==> src/rtl/logic_unit_rsp.sv <==
// Handshaked 32-bit logic unit (NOR/AND/OR/XOR) with an in-order result FIFO.
// Optional feature macro: LOGIC_RSP_STATS_EN adds the op_count accepted-request counter.
module logic_unit_rsp #(
  parameter int WIDTH = 32,
  parameter int DEPTH = 4
) (
  input  logic                       clk,
  input  logic                       rst,
  input  logic                       in_valid,
  output logic                       in_ready,
  input  logic [WIDTH-1:0]           a,
  input  logic [WIDTH-1:0]           b,
  input  logic [1:0]                 op,
  output logic                       out_valid,
  input  logic                       out_ready,
  output logic [WIDTH-1:0]           out,
  output logic [1:0]                 out_op,
  output logic [$clog2(DEPTH):0]     level
`ifdef LOGIC_RSP_STATS_EN
  ,
  output logic [31:0]                op_count
`endif
);

  localparam int PW = $clog2(DEPTH);
  localparam int LW = PW + 1;
  localparam logic [LW-1:0] LVL_FULL = LW'(DEPTH);
  localparam logic [LW-1:0] LVL_ZERO = {LW{1'b0}};
  localparam logic [LW-1:0] LVL_ONE  = LW'(1'b1);
  localparam logic [PW-1:0] PTR_ONE  = PW'(1'b1);

  function automatic logic [WIDTH-1:0] logic_fn(input logic [1:0] f,
                                                input logic [WIDTH-1:0] x,
                                                input logic [WIDTH-1:0] y);
    case (f)
      2'b00:   logic_fn = ~(x | y);
      2'b01:   logic_fn = x & y;
      2'b10:   logic_fn = x | y;
      2'b11:   logic_fn = x ^ y;
      default: logic_fn = {WIDTH{1'b0}};
    endcase
  endfunction

  logic [WIDTH-1:0] mem_res_r [DEPTH];
  logic [1:0]       mem_op_r  [DEPTH];
  logic [PW-1:0]    wr_ptr_r;
  logic [PW-1:0]    rd_ptr_r;
  logic [LW-1:0]    level_r;
  logic             push_s;
  logic             pop_s;

  // Handshake decode; both sides depend only on the occupancy register.
  always_comb begin
    in_ready  = (level_r != LVL_FULL);
    out_valid = (level_r != LVL_ZERO);
    push_s    = in_valid && in_ready;
    pop_s     = out_valid && out_ready;
    level     = level_r;
  end

  // Head-of-FIFO presentation, zeroed while empty.
  always_comb begin
    out    = {WIDTH{1'b0}};
    out_op = 2'b00;
    if (out_valid) begin
      out    = mem_res_r[rd_ptr_r];
      out_op = mem_op_r[rd_ptr_r];
    end else begin
      out    = {WIDTH{1'b0}};
      out_op = 2'b00;
    end
  end

  // Result storage; contents are don't-care until counted by level_r.
  always_ff @(posedge clk) begin
    if (push_s && !rst) begin
      mem_res_r[wr_ptr_r] <= logic_fn(op, a, b);
      mem_op_r[wr_ptr_r]  <= op;
    end
  end

  // Pointer and occupancy bookkeeping; pointers wrap naturally.
  always_ff @(posedge clk) begin
    if (rst) begin
      wr_ptr_r <= {PW{1'b0}};
      rd_ptr_r <= {PW{1'b0}};
      level_r  <= LVL_ZERO;
    end else begin
      if (push_s) wr_ptr_r <= wr_ptr_r + PTR_ONE;
      if (pop_s)  rd_ptr_r <= rd_ptr_r + PTR_ONE;
      case ({push_s, pop_s})
        2'b10:   level_r <= level_r + LVL_ONE;
        2'b01:   level_r <= level_r - LVL_ONE;
        default: level_r <= level_r;
      endcase
    end
  end

`ifdef LOGIC_RSP_STATS_EN
  // Accepted-request counter, wraps at 2^32.
  always_ff @(posedge clk) begin
    if (rst) begin
      op_count <= 32'd0;
    end else if (push_s) begin
      op_count <= op_count + 32'd1;
    end else begin
      op_count <= op_count;
    end
  end
`endif

endmodule

==> config.mk <==
export PLATFORM = sky130hd
export DESIGN_NAME = logic_unit_rsp
export DESIGN_NICKNAME = d
export VERILOG_FILES = /design/src/rtl/logic_unit_rsp.sv
export SDC_FILE = /design/constraint.sdc
export NUM_CORES = 1
export LEC_CHECK = 0
export BUFFER_PORTS_ARGS = -buffer_cell sky130_fd_sc_hd__buf_4
export CORE_ASPECT_RATIO = 0.8
export CORE_MARGIN = 5
export CORE_UTILIZATION = 55
export CTS_CLUSTER_DIAMETER = 100
export DETAILED_ROUTE_END_ITERATION = 10
export HOLD_SLACK_MARGIN = 0.1
export PLACE_DENSITY_LB_ADDON = 0.3
export SLEW_MARGIN = 20
export SYNTH_ARGS = -nofsm -noshare
export SYNTH_HDL_FRONTEND = slang
export SYNTH_SLANG_ARGS = --single-unit
export TNS_END_PERCENT = 50
==> constraint.sdc <==
create_clock -name clk -period 5.8 [get_ports clk]
set_clock_uncertainty 0.2 [all_clocks]
set_input_delay 0.58 -clock clk [delete_from_list [all_inputs] [get_ports clk]]
set_output_delay 0.58 -clock clk [all_outputs]
set_load 0.02 [all_outputs]
---- Word-level counts from Yosys, hierarchy flattened ----
Memories as Yosys holds them, arrays and structs flattened. A register that Yosys moved wholly into a read port is not among the register bits.
Index checks and enable logic that the tools add are counted.
storage, ports and cells
  memories ................................ 2
  flip-flop bits (word level) ............. 7
  bits of input ports ..................... 70
  logic and storage cells ................. 37
  bits in writable memories ............... 136
operators by class
  bitwise operators ....................... 4
  eq/ne operators ......................... 6
  mux-type cells .......................... 11
  $add $sub $neg .......................... 4
  reductions and logical operators ........ 7
memories
  name       depth  width  read ports  clocked after Yosys merged registers in  wr ports  RTL line  source
  mem_res_r  4      32     1           1                                        1         44        logic [WIDTH-1:0] mem_res_r [DEPTH];
  mem_op_r   4      2      1           1                                        1         45        logic [1:0] mem_op_r [DEPTH];
operator list
  cell                   number
  $pmux W32 S4           1
  $mux W32               2
  $and A32 B32 Y32       1
  $not A32 Y32           1
  $or A32 B32 Y32        1
  $xor A32 B32 Y32       1
  $mux W2                5
  $eq A2 B2 Y1 const B   3
  $pmux W3 S2            1
  $add A2 B1 Y2 const B  2
  $eq A2 B1 Y1 const B   2
  $add A3 B1 Y3 const B  1
  $logic_and A1 B1 Y1    3
  $ne A3 B3 Y1 const B   1
  $reduce_bool A3 Y1     1
  $sub A3 B1 Y3 const B  1
  $logic_not A2 Y1       1
  $mux W1                2
  $reduce_bool A2 Y1     1
  $logic_not A1 Y1       1

---- Depth between registers and ports, before layout ----
Gate-level depths: netlist (run 1).
  depth in word-level cells ............... 5
  depth in mapped cells ................... 9
  mapped depth without buffers ............ 9

---- Worst setup path after synthesis (run 1) ----
OpenSTA, ideal clock, no wires.
  path type ............................... register to register
  start ................................... register level_r[0], in the netlist level[0]
  end ..................................... memory mem_op_r[1][0] (enable)
  required time ........................... 5.125 ns
  cell stages (with the launch flop) ...... 5
  arrival time ............................ 3.622 ns
  buffers on the path ..................... 0
  slack ................................... 1.503 ns
  library setup time ...................... 0.475 ns
  path through ............................ dfxtp_1 -> or3b_1 -> and2_4 -> inv_1 -> nor3b_1
between the ends
  word-level cells in the longest chain between the ends .. 5
RTL lines
  element                        RTL line  source
  from (decl)                    48        logic [LW-1:0] level_r;
  from (signal assigned)         92        2'b10: level_r <= level_r + LVL_ONE;
  from (signal assigned)         93        2'b01: level_r <= level_r - LVL_ONE;
  from (signal assigned)         94        default: level_r <= level_r;
  $ne A3 B3 Y1                   54        in_ready = (level_r != LVL_FULL);
  named net in_ready             10        output logic in_ready,
  $logic_and A1 B1 Y1            56        push_s = in_valid && in_ready;
  $logic_and A1 B1 Y1            76        if (push_s && !rst) begin
  $mux W1                        76
  $mux W1 (not written as such)  78        mem_op_r[wr_ptr_r] <= op;
  to (decl)                      45
The timed path passes the listed nets, and every way through them passes these cells.

---- Worst setup path in the final report (run 1) ----
  start ................................... register level_r[0], in the netlist level[0]
  end ..................................... output out[14]
between the ends
  word-level cells in the longest chain between the ends .. 2
RTL lines
  element             RTL line  source
  $reduce_bool A3 Y1  55        out_valid = (level_r != LVL_ZERO);
  $mux W32            65        if (out_valid) begin
  to (decl)           16        output logic [WIDTH-1:0] out,
No other way between the ends.

==> results of run 1 <==
## area by class of cell
type                            count  area (sq um)  area share, %
Sequential cell                   145          4270           46.4
Multi-Input combinational cell    296          2970           32.3
Clock inverter                     11           164           1.78
Inverter                           72           270           2.94
Clock buffer                       20           437           4.75
Tap cell                          180           225           2.45
Timing Repair Buffer              114           860           9.36
## report_power, final
part           internal, W  leakage, nW  total, W  switching [W]
sequential         0.00124         1.31   0.00129      0.0000494
clock             0.000713        0.281   0.00111       0.000395
combinational     0.000535         2.25   0.00119       0.000660
total              0.00249         3.84   0.00359        0.00110
## worst max-delay path by stage
stage / startpoint / endpoint / cells past startpoint
finish: level[0]$_SDFFE_PP0P_ / out[14] / 4
detailed placement: level[2]$_SDFFE_PP0P_ / level[2]$_SDFFE_PP0P_ / 9
floorplan: level[0]$_SDFFE_PP0P_ / mem_op_r[1][0]$_DFFE_PP_ / 4
global placement: level[2]$_SDFFE_PP0P_ / level[2]$_SDFFE_PP0P_ / 9
CTS: register / out[8] / 4
global route: register / out[8] / 4
## placed cells by master (no fill, tap or decap)
master / instances
and2_4: 1
mux4_2: 34
clkbuf_1: 3
or3_1: 2
xor2_1: 35
ha_1: 69
a21oi_1: 35
o31ai_1: 1
fa_1: 1
clkinv_2: 1
clkbuf_16: 17
nor3b_2: 4
nor2_1: 39
clkinv_1: 2
clkinvlp_4: 3
dfxtp_1: 7
dfxtp_2: 2
bufinv_16: 4
clkinv_4: 1
nor2b_1: 34
mux2i_1: 33
nor3_4: 1
buf_4: 113
inv_1: 72
nand2b_1: 2
or3b_1: 1
buf_6: 1
nand2_1: 1
mux2_4: 1
o21ai_0: 2
edfxtp_1: 136
## critical path, cell delays in order (launching register included)
cell	delay [ns]
dfxtp_1	0.39
nor3_4	0.74
buf_4	0.40
nor2b_1	0.11
buf_4	0.17
## metrics by stage
step	utilization [%]	std cells
2_1_floorplan	-	539
3_3_place_gp	63.3	807
3_5_place_dp	63.3	807
4_1_cts	67.8	838
5_1_grt	67.8	838
6_report	67.8	838
## per-layer routing
layer  global-route usage (%)  up-vias  routed length, um
li1                         -     2110                  -
met1                     23.7     2197               6110
met2                     32.3       94               7480
met3                     4.86        9                685
met4                     5.18        0                143
met5                        0        -                  0
## cells by family after synthesis
logic type | after synthesis | synth area share (%)
AOI/OAI and AO/OA | 38 | 2.53
muxes | 68 | 14.6
adders and majority gates | 70 | 11.6
buffers and inverters | 98 | 5.31
xor gates and xnor gates | 35 | 4.03
DFF | 145 | 56.1
and+or+nand+nor | 85 | 5.86
## flip-flops by register name (all words and copies together), names as in the netlist, named ones only
| signal | flops |
|---|---|
| rd_ptr_r | 2 |
| level | 3 |
| mem_op_r | 8 |
| wr_ptr_r | 2 |
| mem_res_r | 128 |
==> metrics.txt, run 1 <==
post-synthesis register bit count approximately 150; RSZ-0062 raised after global routing no; core area between 0.01 and 0.015 sq mm; Post-Route Setup TNS 0 ns; Reg2Reg Depth 9; vias in the first global route roughly 4.6k; Tot GR Track Use 18.7%; fin area 0.00919 sq mm; Mapped Cells between 500 and 600; initial core utilization 56.1%; post-synthesis cell area roughly 0.0076 sq mm; Max-Cap Viols 0; HP Class in -> reg; port buffer count ~110; total routed wirelength about 14000 um; CTS tree done; initial DRC count 192; Slew HR between 30% and 40%; period utilisation layout a little over half; Synthesized Nets around 680; worst hold stages 2; Die Y about 120 um; Setup Viol. Count Final 0; antenna viol nets, final 0; Root Driver clkbuf_16; final hold violations 0; largest fanout on the critical path 19; CP Launch Type register; yosys warns 0; Peak VDD IR around 0.37 mV; Async S/R FF share, synth 0%; Synth area leader edfxtp_1; flop-to-flop setup slack 3.03 ns; DP Worst Slack 3.07 ns; Reg2Reg Launch Point level[2]$_SDFFE_PP0P_; Final nets approximately 790; H-tree depth 4; Static Leak 3.84 nW; CTS Hold Bufs 0; Yosys top cell area share between 50% and 60%; post-synthesis sequential area ratio between 50% and 60%; count leader, synth edfxtp_1; Routability Congestion around 0.70; layout filler cell count ~960; Post-CTS Resized 0; initial antenna violation count 0; Antenna Cells 0; top achievable clock speed roughly 330 MHz; DR pass1 iterations 4; number of synthesized flops with an enable pin between 100 and 150; synth cell count leaders edfxtp_1, inv_1, ha_1, nor2_1; drc violations 0; worst-margin pin slew about 0.95 ns; WHS Endpoint level[2]$_SDFFE_PP0P_; Hold Crit Start rst; Cell Pwr Density 391 mW/mm^2; Final Max Tran Viols 0; Die W between 100 and 150 um; synthesized area per cell approximately 14 sq um; clock latency at the later pin of the worst-skew pair roughly 0.41 ns; DP Wirelength 9090 um; CTS Buf Count 17; pin count of the biggest net entering global routing a little under 70; Distinct cells, synth 25; grt total ovfl 0; Clk pin slew, worst setup/hold paths ~0.060 ns; IO Pins roughly 110; setup bufs post-CTS 0; setup ws final around 2.8 ns; Max clock buf depth 2; Worst Setup Path Type reg -> out; Tmin final slightly above 3 ns; Avg WL per Cell between 15 and 20 um; status complete, no violations; row cnt 38; Placement Cell Area approximately 0.0086 sq mm; Synth Flop Type edfxtp_1; synth top area cells edfxtp_1, ha_1, mux4_2; Total Power ~0.0036 W; CP endpoint kind output pin; vias per cell 5.26; clk sinks ~150; required time of the critical path between 5 and 6 ns; R2R Path End level[2]$_SDFFE_PP0P_; Area Growth Syn to Fin 20.8%; layout cell share with drive strength beyond 1 27.8%; hold slack 0.261 ns; WP data arrival approximately 2.3 ns; DIE AREA roughly 0.016 sq mm; global-route wire length before repair ~23000 um; vias post-DR between 4k and 5k
Power figures use the tool's default switching activity.
==> inputs of run 2 (changes only) <==
clock period = 3.2 ns   (was 5.8 ns; I/O delays follow)
==> run 2 against run 1 <==
  * Sequential share of layout area about the same
  * Final cell count up 0.60%
  * Largest power group unchanged
  * Worst setup slack worse by 2.3 ns
  * Critical path type is now reg -> reg
  * Critical endpoint is now level[2]$_SDFFE_PP0P_
==> metrics.txt, run 2 (same netlist as run 1, synthesis figures left out) <==
global-route wire length before repair around 24000 um; Reg2Reg Launch Point level[2]$_SDFFE_PP0P_; Max-Cap Viols 0; hold slack ~0.13 ns; row cnt 38; clock latency at the later pin of the worst-skew pair about 0.41 ns; Avg WL per Cell between 15 and 20 um; final hold violations 0; Post-Route Setup TNS 0 ns; Final Max Tran Viols 0; CTS tree done; initial antenna violation count 0; RSZ-0062 raised after global routing no; layout cell share with drive strength beyond 1 between 20% and 30%; CP endpoint kind register; CP cell instances or3b_1 > and2_4 > inv_1 > ha_1 > inv_1 > fa_1 > xor2_1 > or3_1 > a21oi_1; vias in the first global route ~4.6k; Post-CTS Resized 0; Final nets 790; top achievable clock speed around 360 MHz; crit path from level[2]$_SDFFE_PP0P_; Total Power about 0.0064 W; Root Driver clkbuf_16; Worst Setup Path Type reg -> reg; initial core utilization between 50% and 60%; Top reg by flops mem_res_r; Cell Pwr Density approximately 690 mW/mm^2; core area ~0.014 sq mm; port buffer count between 100 and 150; Die Y roughly 120 um; most frequent cells in the layout edfxtp_1, buf_4, inv_1, ha_1, nor2_1; Static Leak around 3.9 nW; largest fanout on the critical path 6; antenna viol nets, final 0; WP data arrival about 2.9 ns; Slew HR about two fifths; setup bufs post-CTS 0; status complete, no violations; DR pass1 iterations 5; Antenna Cells 0; Setup Viol. Count Final 0; Max clock buf depth 2; fin cells between 800 and 900; DP Cell Count slightly above 800; period utilisation layout between 80% and 90%; Clk pin slew, worst setup/hold paths around 0.060 ns; Crit path max-delay family simple AND/OR/NAND/NOR gates; pin count of the biggest net entering global routing 69; worst path bufs/invs 2; drc violations 0; Slowest cell on crit path dfxtp_1; grt total ovfl 0; required time of the critical path around 3.3 ns; clk sinks 145; CP Launch Type register; DP Wirelength 9250 um; max reg flops between 100 and 150; vias per cell between 5 and 6; commonest non-fill, non-tap cell in the layout edfxtp_1; initial DRC count between 200 and 250; Die W 141 um; CTS Buf Count 17; Area Growth Syn to Fin 20.9%; IO Pins 109; Routability Congestion 0.701; Hold Crit Start out_ready; Peak VDD IR slightly above 0.8 mV; vias post-DR 4381; H-tree depth 4; CP peak stage delay 0.44 ns; HP Class in -> reg; CTS Hold Bufs 2; Tmin final roughly 2.8 ns; total routed wirelength between 10000 and 15000 um; worst-margin pin slew approximately 0.92 ns; Tot GR Track Use a little under a fifth; DIE AREA approximately 0.016 sq mm; CP most frequent cell inv_1
run 2: changes by cell type in the layout (fill, tap and decap cells not counted), moves of 2 or more:
cell           delta
dlygate4sd3_1     +2
clkinv_1          +2
bufinv_16         -2
clkinvlp_4        -2
buf_12            +2
clkinv_2          +3
run 2: layout make-up:
| class | instances | area [sq um] |
|---|---|---|
| multi-input cells | 296 | 2970 |
| clock buffers | 19 | 433 |
| repair buffers | 118 | 916 |
| well taps | 180 | 225 |
| clock inverters | 13 | 120 |
| flip-flops and latches | 145 | 4270 |
| inverters | 72 | 270 |
| fillers | 959 | 4350 |
run 2: through the flow:
step	worst slack (ns)	util, %	cell area, sq um
2_1_floorplan	-1.10	-	7610
3_3_place_gp	0.569	63.6	8620
3_5_place_dp	0.423	63.6	8620
4_1_cts	0.415	67.9	9200
5_1_grt	0.316	67.9	9200
6_report	0.426	67.9	9200
run 2: layer usage:
metal / track usage [%] / vias to the layer above / wire, um
met4: 4.48 / 0 / 133
met1: 24.2 / 2130 / 5810
met3: 4.74 / 11 / 946
met2: 32.9 / 125 / 7620
met5: 0 / - / 0
li1: - / 2115 / -
run 2: worst paths after layout:
kind                           endpoint  slack [ns]  depth (start not counted)
setup / recovery  level[2]$_SDFFE_PP0P_        0.43                          9
hold / removal                 register        0.13                          4
setup reg to reg  level[2]$_SDFFE_PP0P_        0.43                          9
hold reg to reg                register        0.32                          2
run 2: report_power, final:
part	switching (W)	leakage [nW]	internal [W]
logic	0.00121	2.28	0.000989
registers	0.0000924	1.31	0.00225
clock network	0.000717	0.270	0.00113
total	0.00202	3.85	0.00437
run 2: worst reg2reg max path, stage by stage (launching register included):
cell     delay (ns)
dfxtp_1        0.44
or3b_1         0.40
and2_4         0.19
inv_1          0.18
ha_1           0.22
inv_1          0.06
fa_1           0.37
xor2_1         0.16
or3_1          0.32
a21oi_1        0.16
==> inputs of run 3 (changes only) <==
ABC_CLOCK_PERIOD_IN_PS = 3200   (was unset)
MAX_ROUTING_LAYER = met4   (was unset)
==> run 3 against run 2 <==
  * Final cell count unchanged
  * Sequential share of layout area unchanged
  * Final area unchanged
  * Die area unchanged
  * Non-clock buffer count unchanged
  * Worst setup slack about the same
  * Maximum frequency about the same
  * Clock power about the same
  * Hold slack improved by 0.0074 ns
  * Largest power group unchanged
==> metrics.txt, run 3 (same netlist as run 1, synthesis figures left out) <==
CP peak stage delay 0.44 ns; initial antenna violation count 0; Top reg by flops mem_res_r; Static Leak 3.85 nW; HP Class in -> reg; WP data arrival between 2 and 3 ns; vias per cell about 5.2; initial core utilization 56.1%; Antenna Cells 0; IO Pins ~110; worst-margin pin slew a little over 0.9 ns; Cell Pwr Density slightly below 700 mW/mm^2; CP most frequent cell inv_1; period utilisation layout between 80% and 90%; drc violations 0; CTS tree done; status complete, no violations; vias in the first global route 4579; Max clock buf depth 2; largest fanout on the critical path 6; Clock Power Share 28.8%; Slew HR approximately two fifths; Peak VDD IR slightly above 0.8 mV; DR pass1 iterations 4; grt total ovfl 0; max reg flops approximately 130; RSZ-0062 raised after global routing no; Clk pin slew, worst setup/hold paths about 0.060 ns; Max-Cap Viols 0; CP cell instances or3b_1 > and2_4 > inv_1 > ha_1 > inv_1 > fa_1 > xor2_1 > or3_1 > a21oi_1; CTS Hold Bufs 2; Post-Route Setup TNS 0 ns; port buffer count 108; clk sinks ~150; DP Wirelength 9250 um; commonest non-fill, non-tap cell in the layout edfxtp_1; most frequent cells in the layout edfxtp_1, buf_4, inv_1, ha_1, nor2_1; initial DRC count between 200 and 300; Area Growth Syn to Fin 20.9%; layout cell share with drive strength beyond 1 approximately 28%; final hold violations 0; global-route wire length before repair around 24000 um; CP endpoint kind register; Post-CTS Resized 0; vias post-DR about 4.4k; Tmin final around 2.8 ns; row cnt 38; setup bufs post-CTS 0; antenna viol nets, final 0; Final nets between 700 and 800; Tot GR Track Use about 19%; total routed wirelength 14500 um; DP Worst Slack ~0.42 ns; Avg WL per Cell around 17 um; Setup Viol. Count Final 0; Seq pwr share 36.7%; Sw Ratio 31.6%; required time of the critical path around 3.3 ns; Routability Congestion a little over 0.7; CTS Buf Count 17; Die Y approximately 120 um; top achievable clock speed 360 MHz; H-tree depth 4; DIE AREA between 0.015 and 0.02 sq mm; Final Max Tran Viols 0; clock latency at the later pin of the worst-skew pair ~0.4 ns; CP Launch Type register; Root Driver clkbuf_16; Slowest cell on crit path dfxtp_1; core area 0.0136 sq mm; Logic pwr share between 30% and 40%; Die W approximately 140 um; Worst Setup Path Type reg -> reg; setup ws final 0.426 ns; Internal Power between 0.004 and 0.005 W; sw power about 0.0020 W; layout filler cell count between 900 and 1k; pin count of the biggest net entering global routing a little under 70
-- run 3: cell counts in the layout (fill, tap and decap cells not counted) --
No cell type changed its count.
-- run 3: layout make-up --
type	count	area, sq um	share of cell area, %
Sequential cell	145	4270	46.4
Multi-Input combinational cell	296	2970	32.2
Clock buffer	19	433	4.71
Clock inverter	13	120	1.31
Inverter	72	270	2.94
Tap cell	180	225	2.45
Timing Repair Buffer	118	916	9.96
-- run 3: power by group through the flow --
stage / registers, W / clock network, W / logic (W)
2_1_floorplan: 0.00235 / 0 / 0.00142
3_3_place_gp: 0.00237 / 0 / 0.00217
3_5_place_dp: 0.00238 / 0 / 0.00222
4_1_cts: 0.00234 / 0.00187 / 0.00224
5_1_grt: 0.00236 / 0.00196 / 0.00238
6_report: 0.00234 / 0.00184 / 0.00220
-- run 3: path summary, 6_finish.rpt --
path / from / to / slack [ns] / cells past startpoint
setup / recovery: level[2]$_SDFFE_PP0P_ / level[2]$_SDFFE_PP0P_ / 0.43 / 9
hold / removal: out_ready / register / 0.14 / 4
setup reg to reg: level[2]$_SDFFE_PP0P_ / level[2]$_SDFFE_PP0P_ / 0.43 / 9
hold reg to reg: rd_ptr_r[1]$_SDFFE_PP0P_ / register / 0.32 / 2
-- run 3: critical path, delay by kind of cell (launching register included) --
family / cells / cell delay [ns]
flops: 1 / 0.44
xor+xnor: 1 / 0.16
simple gates: 3 / 0.91
fa+ha+maj: 2 / 0.59
buf+inv: 2 / 0.24
compound gates: 1 / 0.16
-- run 3: routing by layer --
layer | global-route usage, % | share of wire (%) | vias up
li1 | - | - | 2118
met1 | 24.4 | 41 | 2158
met2 | 32.8 | 53 | 122
met4 | 5.43 | 0.39 | 0
met5 | - | 0 | -
met3 | 3.70 | 5.4 | 4
-- run 3: per-stage QoR --
step	total power (W)	cell area [sq um]	utilization [%]	instances	hold slack (ns)
floorplan	0.00377	7610	-	539	0.219
global placement	0.00454	8620	63.6	809	0.263
detailed placement	0.00460	8620	63.6	809	0.301
CTS	0.00646	9200	67.9	843	0.114
global route	0.00670	9200	67.9	843	0.144
finish	0.00639	9200	67.9	843	0.137
